<file path="src/rtl/psum_requant_pkg.sv">
// psum_pkg: FSM state encoding, datapath width and 8-bit clip bounds that
// psum_requant and requant_clip share.
package psum_pkg;
  localparam int ACC_W = 32;
  localparam int Q_MAX = 127;
  localparam int Q_MIN = -128;

  typedef enum logic [1:0] {IDLE, ACC, LAST, FLUSH} state_t;
endpackage

</file>
<file path="src/rtl/psum_requant_if.sv">
// psum_requant_if: partial-sum input stream and quantized-pixel output stream,
// each with a valid/ready handshake.
interface psum_requant_if;
  import psum_pkg::*;

  logic             in_valid;
  logic             in_ready;
  logic [ACC_W-1:0] in_data;
  logic             out_valid;
  logic             out_ready;
  logic [7:0]       out_data;

  modport master (output in_valid, in_data, out_ready,
                  input  in_ready, out_valid, out_data);
  modport slave  (input  in_valid, in_data, out_ready,
                  output in_ready, out_valid, out_data);
endinterface

</file>
<file path="src/rtl/psum_requant_clip.sv">
// requant_clip: combinational bias add, round-half-up arithmetic shift and 8-bit clip.
// Build option: define PSUM_RELU_EN to clip to [0,127] instead of [-128,127].
module requant_clip
  import psum_pkg::*;
(
  input  logic signed [ACC_W-1:0] acc_val,
  input  logic signed [ACC_W-1:0] psum,
  input  logic signed [ACC_W-1:0] bias,
  input  logic        [4:0]       shift,
  output logic        [7:0]       q
);
  localparam logic signed [ACC_W-1:0] HI = ACC_W'(Q_MAX);
`ifdef PSUM_RELU_EN
  localparam logic signed [ACC_W-1:0] LO = '0;
`else
  localparam logic signed [ACC_W-1:0] LO = ACC_W'(Q_MIN);
`endif

  logic signed [ACC_W-1:0] sum;
  logic signed [ACC_W-1:0] rnd;
  logic signed [ACC_W-1:0] shifted;

  always_comb begin
    sum = acc_val + psum + bias;
    // Rounding constant is zero for shift 0, so one expression covers both cases.
    rnd = '0;
    if (shift != 5'd0) rnd = ACC_W'(1) << (shift - 5'd1);
    shifted = (sum + rnd) >>> shift;
    if (shifted > HI)      q = HI[7:0];
    else if (shifted < LO) q = LO[7:0];
    else                   q = shifted[7:0];
  end
endmodule

</file>
<file path="src/rtl/psum_requant.sv">
// psum_requant: accumulates a row of partial sums across input channels, then
// requantizes each pixel to 8 bits on the final pass. PSUM_RELU_EN selects ReLU clip.
//
// state | meaning
// IDLE  | waiting for start
// ACC   | accumulating channels 0..ch_num-2, one partial sum per cycle
// LAST  | final channel: add bias, requantize, emit each pixel
// FLUSH | last pixel accepted, waiting for the final output handshake
module psum_requant
  import psum_pkg::*;
#(
  parameter int ROW_LEN = 32
) (
  input  logic             clk,
  input  logic             rst,
  input  logic             start,
  input  logic [7:0]       ch_num,
  input  logic [5:0]       row_len,
  input  logic [4:0]       shift,
  input  logic [ACC_W-1:0] bias,
  psum_requant_if.slave    bus,
  output logic             busy,
  output logic             done
);
  localparam int PIX_W = $clog2(ROW_LEN);

  state_t state, state_nx;

  logic [PIX_W-1:0]        pix;
  logic [7:0]              ch_cnt;
  logic [7:0]              ch_num_q;
  logic [5:0]              row_len_q;
  logic [4:0]              shift_q;
  logic signed [ACC_W-1:0] bias_q;
  logic                    out_valid_q;
  logic [7:0]              out_data_q;
  logic                    in_rdy;

  logic signed [ACC_W-1:0] acc [ROW_LEN];
  logic signed [ACC_W-1:0] in_data;
  logic signed [ACC_W-1:0] acc_term;
  logic [7:0]              q;
  logic                    in_hs;
  logic                    out_hs;
  logic                    pix_last;

  assign in_data       = bus.in_data;
  assign bus.in_ready  = in_rdy;
  assign bus.out_valid = out_valid_q;
  assign bus.out_data  = out_data_q;
  assign busy          = (state != IDLE);

  assign in_hs    = bus.in_valid && in_rdy;
  assign out_hs   = out_valid_q && bus.out_ready;
  assign pix_last = (6'(pix) == row_len_q - 6'd1);
  // A single-channel job has no earlier passes, so the stale accumulator is ignored.
  assign acc_term = (ch_num_q == 8'd1) ? '0 : acc[pix];

  requant_clip u_clip (
    .acc_val (acc_term),
    .psum    (in_data),
    .bias    (bias_q),
    .shift   (shift_q),
    .q       (q)
  );

  always_ff @(posedge clk) begin
    if (rst) state <= IDLE;
    else     state <= state_nx;
  end

  always_comb begin
    state_nx = state;
    in_rdy   = 1'b0;
    case (state)
      IDLE: begin
        if (start) state_nx = (ch_num <= 8'd1) ? LAST : ACC;
      end
      ACC: begin
        in_rdy = 1'b1;
        if (in_hs && pix_last && (ch_cnt == ch_num_q - 8'd2)) state_nx = LAST;
      end
      LAST: begin
        in_rdy = !out_valid_q || bus.out_ready;
        if (in_hs && pix_last) state_nx = FLUSH;
      end
      FLUSH: begin
        if (out_hs) state_nx = IDLE;
      end
      default: state_nx = IDLE;
    endcase
  end

  always_ff @(posedge clk) begin
    if (rst) begin
      pix         <= '0;
      ch_cnt      <= '0;
      ch_num_q    <= 8'd1;
      row_len_q   <= 6'(ROW_LEN);
      shift_q     <= '0;
      bias_q      <= '0;
      out_valid_q <= 1'b0;
      out_data_q  <= '0;
      done        <= 1'b0;
    end else begin
      done <= (state == FLUSH) && out_hs;
      if (state == IDLE && start) begin
        ch_num_q  <= (ch_num == 8'd0) ? 8'd1 : ch_num;
        row_len_q <= (row_len == 6'd0) ? 6'(ROW_LEN) : row_len;
        shift_q   <= shift;
        bias_q    <= bias;
        pix       <= '0;
        ch_cnt    <= '0;
      end else if (in_hs) begin
        if (pix_last) begin
          pix    <= '0;
          ch_cnt <= ch_cnt + 8'd1;
        end else begin
          pix <= pix + PIX_W'(1);
        end
      end
      if (state == LAST && in_hs) begin
        out_valid_q <= 1'b1;
        out_data_q  <= q;
      end else if (out_hs) begin
        out_valid_q <= 1'b0;
      end
    end
  end

  // Accumulator has no reset: channel 0 of every job overwrites each entry.
  always_ff @(posedge clk) begin
    if (!rst && state == ACC && in_hs)
      acc[pix] <= (ch_cnt == 8'd0) ? in_data : acc[pix] + in_data;
  end
endmodule

</file>
<file path="src/flat_wrapper.sv">
// flat-port wrapper written by rule: the top's interface ports become plain ports
module psum_requant_flat import psum_pkg::*;
#(
  parameter int ROW_LEN = 32
)
  (clk, rst, start, ch_num, row_len, shift, bias, busy, done, bus_in_valid, bus_in_data, bus_out_ready, bus_in_ready, bus_out_valid, bus_out_data);
  psum_requant_if bus_i ();
  input  logic clk;
  input  logic rst;
  input  logic start;
  input  logic [7:0] ch_num;
  input  logic [5:0] row_len;
  input  logic [4:0] shift;
  input  logic [ACC_W-1:0] bias;
  output logic busy;
  output logic done;
  input wire logic [$bits(bus_i.in_valid)-1:0] bus_in_valid;
  input wire logic [$bits(bus_i.in_data)-1:0] bus_in_data;
  input wire logic [$bits(bus_i.out_ready)-1:0] bus_out_ready;
  output wire logic [$bits(bus_i.in_ready)-1:0] bus_in_ready;
  output wire logic [$bits(bus_i.out_valid)-1:0] bus_out_valid;
  output wire logic [$bits(bus_i.out_data)-1:0] bus_out_data;
  assign bus_i.in_valid = bus_in_valid;
  assign bus_i.in_data = bus_in_data;
  assign bus_i.out_ready = bus_out_ready;
  assign bus_in_ready = bus_i.in_ready;
  assign bus_out_valid = bus_i.out_valid;
  assign bus_out_data = bus_i.out_data;
  psum_requant #(.ROW_LEN(ROW_LEN)) u_core (.clk(clk), .rst(rst), .start(start), .ch_num(ch_num), .row_len(row_len), .shift(shift), .bias(bias), .bus(bus_i), .busy(busy), .done(done));
endmodule
</file>
<file path="config.mk">
export PLATFORM = sky130hd
export DESIGN_NAME = psum_requant_flat
export DESIGN_NICKNAME = d
export VERILOG_FILES = /design/src/rtl/psum_requant_pkg.sv /design/src/rtl/psum_requant_if.sv /design/src/rtl/psum_requant_clip.sv /design/src/rtl/psum_requant.sv /design/src/flat_wrapper.sv
export SDC_FILE = /design/constraint.sdc
export NUM_CORES = 1
export LEC_CHECK = 0
export ABC_CLOCK_PERIOD_IN_PS = 11350
export CAP_MARGIN = 20
export CORE_MARGIN = 2
export CORE_UTILIZATION = 55
export CTS_BUF_LIST = sky130_fd_sc_hd__clkbuf_8
export DETAILED_ROUTE_END_ITERATION = 7
export PLACE_DENSITY = 0.72
export SYNTH_ARGS = -nofsm -noshare
export SYNTH_HDL_FRONTEND = slang
export SYNTH_SLANG_ARGS = --single-unit
</file>
<file path="constraint.sdc">
create_clock -name clk -period 11.35 [get_ports clk]
set_input_delay 1.7025 -clock clk [delete_from_list [all_inputs] [get_ports clk]]
set_output_delay 1.7025 -clock clk [all_outputs]
set_load 0.01 [all_outputs]
</file>
Yosys cells after proc, flatten, opt, wreduce, memory -nomap -nowiden

Memory sizes are Yosys's and may differ from the RTL's. A register that Yosys moved wholly into a read port is not among the register bits.
Index checks and enable logic that the tools add are counted.

Add/sub/neg operators: 9
$lt $le $gt $ge: 3
Equal/unequal tests: 10
Shift operators: 2
Mux-type cells: 21
Reductions and logical operators: 22

Operators with widths:

| kind                   | number |
|---|---|
| $add A32 B32 Y32       | 4 |
| $mux W32               | 3 |
| $gt A32 B8 Y1 const B  | 1 |
| $lt A32 B8 Y1 const B  | 1 |
| $shl A1 B5 Y32 const A | 1 |
| $sshr A32 B5 Y32       | 1 |
| $mux W8                | 3 |
| $logic_not A8 Y1       | 2 |
| $mux W5                | 3 |
| $mux W2                | 5 |
| $logic_and A1 B1 Y1    | 9 |
| $add A8 B1 Y8 const B  | 1 |
| $eq A8 B1 Y1 const B   | 1 |
| $eq A8 B8 Y1           | 1 |
| $le A8 B1 Y1 const B   | 1 |
| $pmux W2 S4            | 1 |
| $sub A8 B2 Y8 const B  | 1 |
| $eq A5 B6 Y1           | 1 |
| $logic_not A6 Y1       | 1 |
| $mux W6                | 1 |
| $ne A2 B1 Y1 const B   | 3 |
| $sub A6 B1 Y6 const B  | 1 |
| $add A5 B1 Y5 const B  | 1 |
| $reduce_bool A5 Y1     | 1 |
| other kinds (13)       | 19 |

Bits in registers: 76
RAM bits: 1024
Output and inout bits: 12
Word-level logic and storage cells: 78
Memories: 1

Memory list:

| name       | depth | width | read ports | clocked after memory_dff | write ports | RTL line           | text |
|---|---|---|---|---|---|---|---|
| u_core.acc | 32    | 32    | 1          | 1                        | 1           | psum_requant.sv:39 | `logic signed [ACC_W-1:0] acc [ROW_LEN];` |

Logic depth before layout (Yosys ltp)

Depth in word-level cells: 9
Depth in mapped cells: 29
Depth with buffers taken out: 24

Cells and area by module

A second synthesis with hierarchy kept.

Cell total of the unflattened synthesis: 3111
Area, all modules: 50845.0 um^2

By module, submodules not included:

| module       | times used | cells each | area an instance (um^2) | seq. area each (um^2) |
|---|---|---|---|---|
| psum_requant | 1          | 2198       | 44281.2                 | 32371.0 |
| requant_clip | 1          | 913        | 6563.8                  | 0.0 |

Worst setup path after synthesis

No wires, ideal clock.

Path type: reg2reg
Start: reg with a tool-made name
End: reg u_core.out_data_q[6] (netlist: u_core.bus.out_data[6])
Arrival: 7.486 ns
Setup slack: 3.785 ns
Cell stages (with the launch flop): 29
Path buffers: 5
Period minus slack after synthesis: 7.565 ns
Cell sequence: dfxtp_1 > buf_6 > buf_6 > buf_1 > buf_1 > mux4_2 > mux4_2 > nand2_1 > nand2_1 > nand2_1 > fa_1 > inv_1 > fa_1 > ha_1 > clkbuf_1 > a21o_1 > a21o_1 > a21o_1 > a2111oi_0 > o31ai_1 > mux2i_1 > o221ai_1 > or2_2 > a211o_1 > nand2_1 > nor4b_1 > a41o_1 > a31oi_4 > a211oi_2

RTL lines:

| what                 | RTL line            | text |
|---|---|---|
| to (signal assigned) | psum_requant.sv:124 | `out_data_q <= q;` |
| to (decl)            | psum_requant.sv:36  | `logic [7:0] out_data_q;` |

==> flow_metrics.tcl <==
set metrics [dict create \
    fmax_ghz 0.111 \
    hpwlAfterDp_mm 78.6 \
    ys_seq_elements 1105 \
    tns_ps 0 \
    critPathRequiredTime_ps 12030 \
    r2r_slack_ps 2340 \
    final_cell_area_um2 56000 \
    hold_viol 0 \
    antenna_found_initial 2 \
    rr_worst_depth 25 \
    n_fill_cell 6300 \
    vias 29604 \
    crit_type "flip-flop to flip-flop" \
    ant_nets 0 \
    cp-end-kind "flip-flop" \
    multi_input_area_um2 16700 \
    totalWireLength_mm 135 \
    ys_seq_area_share_pct 65.1 \
    synth_nets 3292 \
    die_width_um 305 \
    ir_drop_mv 0.102 \
    synth_cell_types 77 \
    htree_num_levels 4 \
    async_flop_share_pct 0 \
    sw_frac_of_total_pct 33.0 \
    seqCellArea_um2 32400 \
    core_um2 89900 \
    relSlewSlack_pct 29.4 \
    worst_slew_pin_slew_ps 1060 \
    root_buffer "clkbuf_8" \
    viasPerCell 6.46 \
    grtUsageTotal_pct 29.1 \
    final_max_slew_viol_count 0 \
    initial_core_util_pct 55.4 \
    skew_ps 48.9 \
    post_cts_buffers 0 \
    critPathMaxFanout 54 \
    ys_warn_count 0 \
    cts.sinks 1105 \
    synth_common_cells "edfxtp_1, nand2_1, mux4_2, nor2_1, a21oi_1" \
    whs_ps 459 \
    hold_class "flip-flop to flip-flop" \
    cts_hold_buf 0 \
    synthToLayoutAreaGrowth_pct 12.5 \
    grt_pass1_vias 29784 \
    row_count 110 \
    cts_tree "built" \
    grt_pass1_wl_mm 196 \
    ios 100 \
    avgSynthCellArea_um2 16.2 \
    synth_top_cells_by_area "edfxtp_1, mux4_2, dfxtp_1" \
    synth_cells 3066 \
    clock_latency_ps 840 \
    drv_cap 0 \
    whs_path_depth 2 \
    worstPathArrival_ps 9700 \
    drive_gt1_share_pct 21.1 \
    power_w 0.0108 \
    synth_edf_count 1024 \
    place_congestion 0.967 \
    clk_path_buf_depth 3 \
    synthFlopType "edfxtp_1" \
    die_area_um2 92900 \
    port_buffers 99 \
    route.detailed.drc 0 \
    p_leak_nw 18.6 \
    synth_most_common_cell "edfxtp_1" \
    pwr-share-clk_pct 28.1 \
    p_sw_w 0.00356 \
    die_h_um 305 \
    seqPwrFrac_pct 42.1 \
    grt_start_max_net_pins 123 \
    worstHoldStart "u_core.bias_q[3]$_SDFFE_PP0P_" \
    whs_endpoint "u_core.bias_q[3]$_SDFFE_PP0P_" \
    synth.largest_area_cell "edfxtp_1" \
    post-route-period-util_pct 79.4 \
    min_period_ps 9010 \
    cts_buffers 168 \
    status "complete, no violations" \
    drt_first_pass_iters 7 \
    place_area_um2 52700 \
    cts.repair.resized 0 \
    start_kind "flip-flop" \
    rsz0062_at_grt "no" \
    drtIter0Drc 3594 \
    grt_overflow 0 \
    powerDensity_nw_per_um2 193 \
    wire_per_inst_um 29.4 \
    setup_viol 0 \
    combinationalPowerShare_pct 29.8 \
    path_clk_slew_ps 60 \
    final_nets 3497 \
    power.internal_w 0.00722 \
    yosysTopAreaCellShare_pct 61.8 \
    rr_endpoint "u_core.bus.out_data[1]$_SDFFE_PP0P_" \
    syn-cell-area_um2 49800 \
]
[through the flow]
| stage | util [%] | instances | setup WS [ps] |
|---|---|---|---|
| finish | 62.3 | 4582 | 2340 |
| floorplan | - | 3066 | 3780 |
| global placement | 58.5 | 4260 | 2620 |
| detailed placement | 58.6 | 4264 | 2490 |
| global route | 62.3 | 4581 | 1840 |
| CTS | 62.0 | 4567 | 2430 |
[sequential cells by signal, indices dropped and copies added (netlist names), named ones only]
name,count
u_core.acc,1024
u_core.bias_q,32
u_core.bus.out_data,8
u_core.ch_cnt,8
u_core.ch_num_q,8
u_core.row_len_q,6
u_core.pix,5
u_core.shift_q,5
u_core.state,2
u_core.bus.out_valid,1
u_core.done,1
[worst max path at each step]
stage / startpoint / to / slack (ps)
4_1_cts: flip-flop / u_core.bus.out_data[1]$_SDFFE_PP0P_ / 2430
3_5_place_dp: flip-flop / u_core.bus.out_data[1]$_SDFFE_PP0P_ / 2490
6_report: flip-flop / u_core.bus.out_data[1]$_SDFFE_PP0P_ / 2340
3_3_place_gp: flip-flop / u_core.bus.out_data[4]$_SDFFE_PP0P_ / 2620
5_1_grt: flip-flop / u_core.bus.out_data[1]$_SDFFE_PP0P_ / 1840
2_1_floorplan: flip-flop / u_core.bus.out_data[6]$_SDFFE_PP0P_ / 3780
[cell type report]
class / instances / share of cell area, %
diodes: 2 / 0.00894
inverters: 117 / 0.785
clock inverters: 125 / 1.10
multi-input cells: 1685 / 29.8
repair buffers: 194 / 3.42
clock buffers: 178 / 4.38
well taps: 1176 / 2.63
flip-flops and latches: 1105 / 57.9
[cell families after synthesis]
group,after synthesis,share of synthesized area (%)
adders and majority gates,138,4.42
DFF,1105,65.1
AOI/OAI and AO/OA,415,5.44
xor gates and xnor gates,74,1.30
muxes,361,15.5
buffers and inverters,276,2.13
and+or+nand+nor,697,6.19
[routing by layer]
layer,GRT usage [%],routed length (um),vias up
met4,11.8,5320,0
met1,39.1,50800,15236
met3,5.35,12000,314
met5,0,0,-
met2,47.5,66300,1610
li1,-,-,12444
[critical path: stages (launching register included)]
cell and delay, ps:
dfxtp_4 750, buf_12 430, mux4_2 570, mux4_2 490, nand2_1 100, nand2_1 220, nand2_1 170, fa_1 420
inv_1 90, fa_1 410, ha_1 260, fa_1 430, a211oi_1 330, o211ai_1 290, and3_1 310, o211a_1 230
nor4_1 510, nor3_1 120, a221oi_1 850, mux2_2 340, o22ai_1 80, a211o_1 350, nor4_1 260, nand3_1 110
o21ai_1 430, a211oi_1 150
[cells in the final DEF, fill, tap and decap left out, types with 8 or more instances in the layout]
cell / n
edfxtp_1: 1024
nand2_1: 340
mux4_2: 325
clkbuf_8: 178
inv_1: 175
a21oi_1: 133
nor2_1: 132
clkdlybuf4s50_1: 98
dfxtp_1: 76
ha_1: 75
buf_4: 73
fa_1: 63
o21ai_0: 53
clkinv_1: 40
xnor2_1: 39
nor3_1: 37
a21o_1: 34
xor2_1: 34
nand3_1: 33
nor2_4: 33
mux2i_1: 25
a211oi_1: 21
nand2b_1: 16
and2_1: 14
clkinv_2: 14
o21a_1: 13
nand4_1: 13
or3_1: 12
a21oi_2: 12
and3_1: 12
o221ai_1: 12
o211ai_1: 11
mux2_2: 11
buf_8: 11
a31oi_1: 10
a211o_1: 8
[power by group through the flow]
stage / Clock, W / Sequential (W) / Combinational, W
finish: 0.00303 / 0.00453 / 0.00322
global route: 0.00324 / 0.00454 / 0.00349
CTS: 0.00307 / 0.00454 / 0.00316
detailed placement: 0 / 0.00462 / 0.00314
global placement: 0 / 0.00462 / 0.00312
floorplan: 0 / 0.00460 / 0.00230
No activity file was read; power rests on OpenSTA's default activity.
